$ cat config.mk
export PLATFORM = sky130hd
export DESIGN_NAME = clock_divider_prog
export DESIGN_NICKNAME = d
export VERILOG_FILES = /design/src/rtl/clock_divider_prog.sv
export SDC_FILE = /design/constraint.sdc
export NUM_CORES = 1
export LEC_CHECK = 0
export CORE_ASPECT_RATIO = 0.75
export CORE_MARGIN = 2
export CORE_UTILIZATION = 25
export CTS_CLUSTER_SIZE = 40
export DETAILED_ROUTE_END_ITERATION = 6
export PLACE_DENSITY_LB_ADDON = 0.1
export SLEW_MARGIN = 0
export SYNTH_ARGS = -nofsm -noshare
export SYNTH_HDL_FRONTEND = slang
export SYNTH_SLANG_ARGS = --single-unit
$ cat constraint.sdc
create_clock -name clk -period 3 [get_ports clk]
set_input_delay 0.6 -clock clk [delete_from_list [all_inputs] [get_ports clk]]
set_output_delay 0.6 -clock clk [all_outputs]
set_load 0.02 [all_outputs]
$ cat src/rtl/clock_divider_prog.sv
// clock_divider_prog: multi-channel programmable integer clock divider.
// Each channel divides clk by its own ratio, sampled only at period starts,
// so a ratio change never produces a runt pulse. A global sync pulse restarts
// every running channel on the same edge.
// Ports:
//   clk      system clock, all logic on rising edge
//   rst      asynchronous active-low reset
//   en       per-channel enable (level)
//   div      per-channel ratio, channel i at div[i*W +: W]
//   sync     single-cycle global realign pulse
//   clk_out  per-channel divided clock (registered)
//   tick     one-cycle pulse on each clk_out rising edge (registered)
//   active   channel running flag (registered)
module clock_divider_prog #(
  parameter int unsigned CH = 3,
  parameter int unsigned W  = 8
) (
  input  logic            clk,
  input  logic            rst,
  input  logic [CH-1:0]   en,
  input  logic [CH*W-1:0] div,
  input  logic            sync,
  output logic [CH-1:0]   clk_out,
  output logic [CH-1:0]   tick,
  output logic [CH-1:0]   active
);

  logic [W-1:0] cnt_q     [CH];
  logic [W-1:0] cnt_d     [CH];
  logic [W-1:0] cur_div_q [CH];
  logic [W-1:0] cur_div_d [CH];
  logic [W-1:0] div_eff   [CH];
  logic [W:0]   half      [CH];
  logic [W:0]   cnt_inc   [CH];
  logic [CH-1:0] period_end;
  logic [CH-1:0] clk_out_d;
  logic [CH-1:0] tick_d;
  logic [CH-1:0] active_d;

  // Next-state logic: idle start, normal count, and period end (natural or sync)
  always_comb begin
    for (int unsigned i = 0; i < CH; i++) begin
      cnt_d[i]     = cnt_q[i];
      cur_div_d[i] = cur_div_q[i];
      clk_out_d[i] = 1'b0;
      tick_d[i]    = 1'b0;
      active_d[i]  = active[i];

      // Ratios 0 and 1 saturate to 2 so there is never a bypass path
      div_eff[i]    = (div[i*W +: W] < W'(2)) ? W'(2) : div[i*W +: W];
      // One extra bit keeps ceil(cur_div/2) and cnt+1 exact at the top ratio
      half[i]       = ((W+1)'(cur_div_q[i]) + (W+1)'(1)) >> 1;
      cnt_inc[i]    = (W+1)'(cnt_q[i]) + (W+1)'(1);
      period_end[i] = (cnt_q[i] == cur_div_q[i] - W'(1)) || sync;

      if (!active[i]) begin
        if (en[i]) begin
          active_d[i]  = 1'b1;
          cur_div_d[i] = div_eff[i];
          cnt_d[i]     = '0;
          clk_out_d[i] = 1'b1;
          tick_d[i]    = 1'b1;
        end
      end else if (period_end[i]) begin
        cnt_d[i] = '0;
        if (en[i]) begin
          cur_div_d[i] = div_eff[i];
          clk_out_d[i] = 1'b1;
          tick_d[i]    = 1'b1;
        end else begin
          active_d[i] = 1'b0;
        end
      end else begin
        cnt_d[i]     = W'(cnt_inc[i]);
        clk_out_d[i] = (cnt_inc[i] < half[i]);
      end
    end
  end

  // State and output registers
  always_ff @(posedge clk or negedge rst) begin
    if (!rst) begin
      for (int unsigned i = 0; i < CH; i++) begin
        cnt_q[i]     <= '0;
        cur_div_q[i] <= W'(2);
      end
      clk_out <= '0;
      tick    <= '0;
      active  <= '0;
    end else begin
      for (int unsigned i = 0; i < CH; i++) begin
        cnt_q[i]     <= cnt_d[i];
        cur_div_q[i] <= cur_div_d[i];
      end
      clk_out <= clk_out_d;
      tick    <= tick_d;
      active  <= active_d;
    end
  end

endmodule

==> metrics, run 1 <==
first-pass GRT wire length 17,500 um; async set-reset flop share out of synthesis 1.00; Slew Limit Fails 0; vias per cell 4.57; pre-CTS setup slack 315 ps; DIE AREA 0.0178 mm2; PostCTS Resize Cnt 0; worst vdd ir 0.000238 V; CTS tree built; min cycle time layout 2700 ps; starting density of the core 0.259; vias in the first global route 3,268; Setup Buffers After CTS 0; met2 WL post-DR 4270 um; Root Buffer clkbuf_16; Post-synth top flop dfrtp_1; Final Core Density 0.313; htree depth 3; pwr dens 633 mW/mm2; register area share after synthesis 0.341; area of the multi-input gates 0.00258 mm2; largest net degree at the start of global routing 35; yosys synthesis warning count 0; Die W 154 um; Row Count 40; Pleak 2.29 nW; final setup violation count 0; Vias 3,194; Yosys reg bits 57; residual DRC count 0; GRT Total Usage 0.124; worst-margin pin slew 614 ps; Highest Signal Layer met4; Crit Path Max Fanout 10; setup TNS 0 ps; Crit path arrival time 2910 ps; layout cells sized above 1 0.117; Antenna Diode Count 0; final hold vios 0; Synth cell types 58; Synthesized Nets 505; clock sink count 57; Hold Buf Count CTS 0; Worst slew margin 0.591; EDFF count, synth 0; Crit path required time 3210 ps; initial antenna violation count 0; Detail Route Antenna Nets 0; status completed; DR iter-0 viols 151; Routability Congestion 0.824; DR WL met3 286 um; Mapped Cells 445; Initial DRT Pass Iterations 4; dpl hpwl 7920 um; Area Overhead vs Synth 21.0%; slack of the critical path 297 ps; Setup Skew 3.35 ps; Syn Std Cell Area 0.00420 mm2; Hold WC Path Type input port to asynchronous set/reset pin; routed length per placed instance 14.8 um; Reg2Reg Setup Slack 300 ps; Post-Layout Cell Count 699; Nets 544; Max Cap Viol 0; CTS max path bufs 2; Placed Cells incl. Taps 683; syn avg cell area 9.43 um2; WS Path Type register to register; Setup crit end kind register; final cycle utilization of the critical path 0.901; Clock transition at path regs 50 ps; global route overflow 0; RSZ-0062 raised after global routing false; f_max 370 MHz; total CTS buffers 9; Total Wirelength 10,300 um; Die Ht 116 um; M1 WL 5670 um; # fillers 1,712; core box area 0.0162 mm2; element type at the critical path start register; I/O pin count 39; register area 0.00143 mm2; Clk Latency, worst-skew pair 330 ps; Buffers on Ports 38
-- flip-flops by register name, indices dropped and copies added (netlist names) --
signal	flops
active	3
clk_out	3
cnt_q	24
cur_div_q	24
tick	3
-- metal layers --
layer	global-route usage	up-vias
met5	0	-
li1	-	1635
met4	0.0385	0
met2	0.180	34
met1	0.181	1518
met3	0.0304	7
-- logic make-up after synthesis --
logic type / after synthesis / share of synthesized area
flops: 57 / 0.341
simple gates: 169 / 0.213
xor+xnor: 66 / 0.138
compound gates: 60 / 0.107
fa+ha+maj: 31 / 0.0918
buf+inv: 39 / 0.0447
mux: 23 / 0.0656
-- report_power, final --
group / internal (mW) / switching (mW) / leakage, nW
combinational: 0.572 / 0.563 / 1.45
sequential: 0.909 / 0.234 / 0.711
clock: 0.575 / 0.360 / 0.136
-- worst max-delay path: stages, from the launching register on --
cell and delay [ps]:
dfrtp_1 450, inv_1 130, ha_1 190, nor3b_1 480
mux2i_1 250, mux2i_1 90, o21a_1 220, o31ai_4 260
nand2_4 180, mux2_4 340
-- area by class of cell --
cell class,instances,area share
Timing Repair Buffer,49,0.0927
Clock inverter,4,0.00394
Tap cell,210,0.0518
Sequential cell,57,0.282
Inverter,18,0.0133
Multi-Input combinational cell,349,0.508
Clock buffer,12,0.0486
-- cell usage in the layout (no fill, tap or decap), types with 3 or more instances in the layout --
cell type	instances
xnor2_1	40
inv_1	18
buf_4	10
clkdlybuf4s50_1	37
nor4_1	5
mux2i_1	5
nand2_1	48
nand2b_1	21
clkinv_2	4
mux2_4	6
dfrtp_1	54
and3_1	14
a31oi_1	4
a221oi_1	3
or4_1	3
a21o_1	11
dfstp_2	3
nor2b_1	3
ha_1	30
nor2_1	14
nand4_1	3
o21ai_0	12
clkbuf_16	9
xor2_1	26
nand3_1	31
mux2_2	12
nor3b_1	3
o22ai_1	5
a21oi_1	7
nor3_1	10
o211ai_1	5
-- cells in the mapped netlist, drive strengths merged, types with 4 or more instances --
library cell	instances	area (um2)
nor3	10	50.1
nor4	6	43.8
xnor2	40	350
clkbuf	10	50.1
mux2i	5	50.1
mux2	18	225
o22ai	5	31.3
nor2	14	52.6
a21o	11	82.6
xor2	26	228
a21oi	7	35.0
a31oi	4	25.0
nand2b	21	131
dfrtp	54	1350
nand3	31	155
buf	11	70.1
o211ai	5	37.5
o21ai	12	60.1
ha	30	375
inv	18	67.6
nand2	51	209
and3	15	98.8
-- stage by stage --
| stage | cell area [um2] | hold WS [ps] | total power, mW |
|---|---|---|---|
| global route | 5080 | 324 | 3.46 |
| finish | 5080 | 282 | 3.21 |
| floorplan | 4200 | 304 | 1.96 |
| detailed placement | 4810 | 545 | 2.30 |
| global placement | 4810 | 549 | 2.30 |
| CTS | 5080 | 287 | 3.27 |
-- path summary, 6_finish.rpt --
check                                     startpoint                   endpoint  cells past startpoint
max                        cur_div_q[16]$_DFFE_PN0P_  cur_div_q[23]$_DFFE_PN0P_                      9
min                                              rst      cnt_q[23]$_DFFE_PN0P_                      1
max reg2reg                cur_div_q[16]$_DFFE_PN0P_  cur_div_q[23]$_DFFE_PN0P_                      9
min reg2reg                 cur_div_q[1]$_DFFE_PN1P_   cur_div_q[1]$_DFFE_PN1P_                      2
max in group asynchronous                        rst   cur_div_q[9]$_DFFE_PN1P_                      2
min in group clk            cur_div_q[1]$_DFFE_PN1P_   cur_div_q[1]$_DFFE_PN1P_                      2
No activity file was read; power rests on OpenSTA's default activity.
==> run 2, diff against run 1 <==
- CAP_MARGIN: not set -> 20
- REMOVE_ABC_BUFFERS: not set -> 1
- SKIP_CTS_REPAIR_TIMING: not set -> 1
==> run 2 against run 1 <==
Against the previous run:
- sequential share of layout area is 0.11 points lower
- wire length is 5.0% higher
- power is 4.5% higher
- clock skew is 3.6 ps higher
- non-clock buffer count is 1 lower
- maximum frequency is 0.43% lower
- critical path depth stayed put
- largest cell class unchanged
- highest routed layer unchanged
- first-iteration DRC count is 4.6% higher
- die area stayed put
- setup slack worse by 12 ps
- register-to-register slack hardly changed
- clock-buffer cell count is 1 lower
==> metrics, run 2 (same netlist as run 1, synthesis figures left out) <==
f_max 368 MHz (-0.43%); met2 usage 0.179 (-0.00119); Setup Skew 6.95 ps (+3.60 ps); pwr dens 659 mW/mm2 (+4.1%); Antenna Diode Count 0 (unchanged); Hold WC Path Type input port to asynchronous set/reset pin; Clock transition at path regs 60 ps (about the same); GRT Total Usage 0.128 (+0.00463); family with the most delay on the worst path multiplexers; Initial DRT Pass Iterations 4 (unchanged); vias in the first global route 3,276 (+0.24%); residual DRC count 0 (unchanged); largest net degree at the start of global routing 58 (+66%); Slew Limit Fails 0 (unchanged); biggest regs cnt_q x24, cur_div_q x24; commonest non-fill, non-tap cell in the layout dfrtp_1; clock sink count 57 (unchanged); Routability Congestion 0.783 (-5.0%); final setup violation count 0 (unchanged); dpl cell area 0.00479 mm2 (-0.42%); worst-margin pin slew 768 ps (+154 ps); initial antenna violation count 0 (unchanged); Nets 543 (-0.18%); WS Path Type register to register; slack of the critical path 285 ps (-11.7 ps); htree depth 3 (unchanged); GR Layer Usage met3 0.0323 (+0.00186); most frequent cells in the layout 54 x dfrtp_1, 48 x nand2_1, 40 x xnor2_1; Pleak 2.30 nW (+0.44%); element type at the critical path start register; pre-CTS setup slack 306 ps (-8.24 ps); Crit path required time 3210 ps (about the same); first-pass GRT wire length 17,900 um (+2.2%); setup TNS 0 ps (unchanged); GRT Max-Usage Layer met1; Setup crit end kind register; Worst slew margin 0.488 (-0.103); CTS tree built; Clk Latency, worst-skew pair 330 ps (about the same); status completed; core box area 0.0162 mm2 (unchanged); min cycle time layout 2720 ps (+11.7 ps); Buffers & Inverters on Critical Path 1 (unchanged); layout cells sized above 1 0.119 (+0.00229); global route overflow 0 (unchanged); starting density of the core 0.259 (unchanged); DIE AREA 0.0178 mm2 (unchanged); dpl hpwl 8030 um (+1.3%); CP cell instances inv_1, ha_1, nor3b_1, mux2i_1, mux2i_1, o21a_1, o31ai_4, nand2_4, mux2_4; Row Count 40 (unchanged); Area Overhead vs Synth 21.4%; Detail Route Antenna Nets 0 (unchanged); I/O pin count 39 (unchanged); Crit Path Max Fanout 10 (unchanged); CTS max path bufs 2 (unchanged); total CTS buffers 9 (unchanged); crit-path max cell delay 480 ps (about the same); routed length per placed instance 15.5 um (+5.1%); met1 Track Usage GR 0.194 (+0.0136); Die Ht 116 um (unchanged); vias per cell 4.69 (+2.7%); final cycle utilization of the critical path 0.905 (+0.00391); total power 3.36 mW (+4.5%); final instance area 0.00510 mm2 (+0.39%); Root Buffer clkbuf_16; Vias 3,277 (+2.6%); Buffers on Ports 38 (unchanged); CP dominant cell by count mux2i_1; Die W 154 um (unchanged); DR iter-0 viols 158 (+4.6%); Slowest-stage cell, CP nor3b_1; Final Core Density 0.314 (+0.00124); # fillers 1,703 (-0.53%); Crit path arrival time 2930 ps (+20 ps); final hold vios 0 (unchanged); RSZ-0062 raised after global routing false; Max Cap Viol 0 (unchanged); Total Wirelength 10,800 um (+5.0%); worst vdd ir 0.000249 V (+4.6%)
-- run 2: layout make-up --
type	instances	area, um2	share of cell area
inverters	18	67.6	0.0133
flip-flops and latches	57	1430	0.281
repair buffers	48	450	0.0884
well taps	210	263	0.0516
multi-input cells	349	2580	0.506
clock buffers	11	253	0.0496
clock inverters	5	53.8	0.0106
-- run 2: per-layer routing --
| metal | wire, um | up-vias |
|---|---|---|
| li1 | - | 1634 |
| met1 | 6170 | 1584 |
| met2 | 4190 | 50 |
| met3 | 362 | 9 |
| met4 | 125 | 0 |
| met5 | 0 | - |
-- run 2: worst paths after layout --
kind | from | end | slack [ps] | cells past startpoint
min in group clk | cur_div_q[1]$_DFFE_PN1P_ | cur_div_q[1]$_DFFE_PN1P_ | 560 | 2
worst max-delay path | cur_div_q[16]$_DFFE_PN0P_ | cur_div_q[19]$_DFFE_PN0P_ | 280 | 9
worst max register to register | cur_div_q[16]$_DFFE_PN0P_ | cur_div_q[19]$_DFFE_PN0P_ | 280 | 9
worst min register to register | cur_div_q[1]$_DFFE_PN1P_ | cur_div_q[1]$_DFFE_PN1P_ | 560 | 2
max in group asynchronous | rst | cur_div_q[19]$_DFFE_PN0P_ | 2070 | 2
worst min-delay path | rst | cnt_q[9]$_DFFE_PN0P_ | 420 | 2
-- run 2: metrics by stage --
stage	std cells	hold WS, ps
CTS	698	460
finish	698	424
global route	698	506
global placement	682	548
detailed placement	682	547
floorplan	424	304
-- run 2: power breakdown --
part	internal, mW	switching, mW	leakage [nW]
combinational	0.572	0.578	1.44
sequential	0.909	0.235	0.711
clock	0.685	0.381	0.155
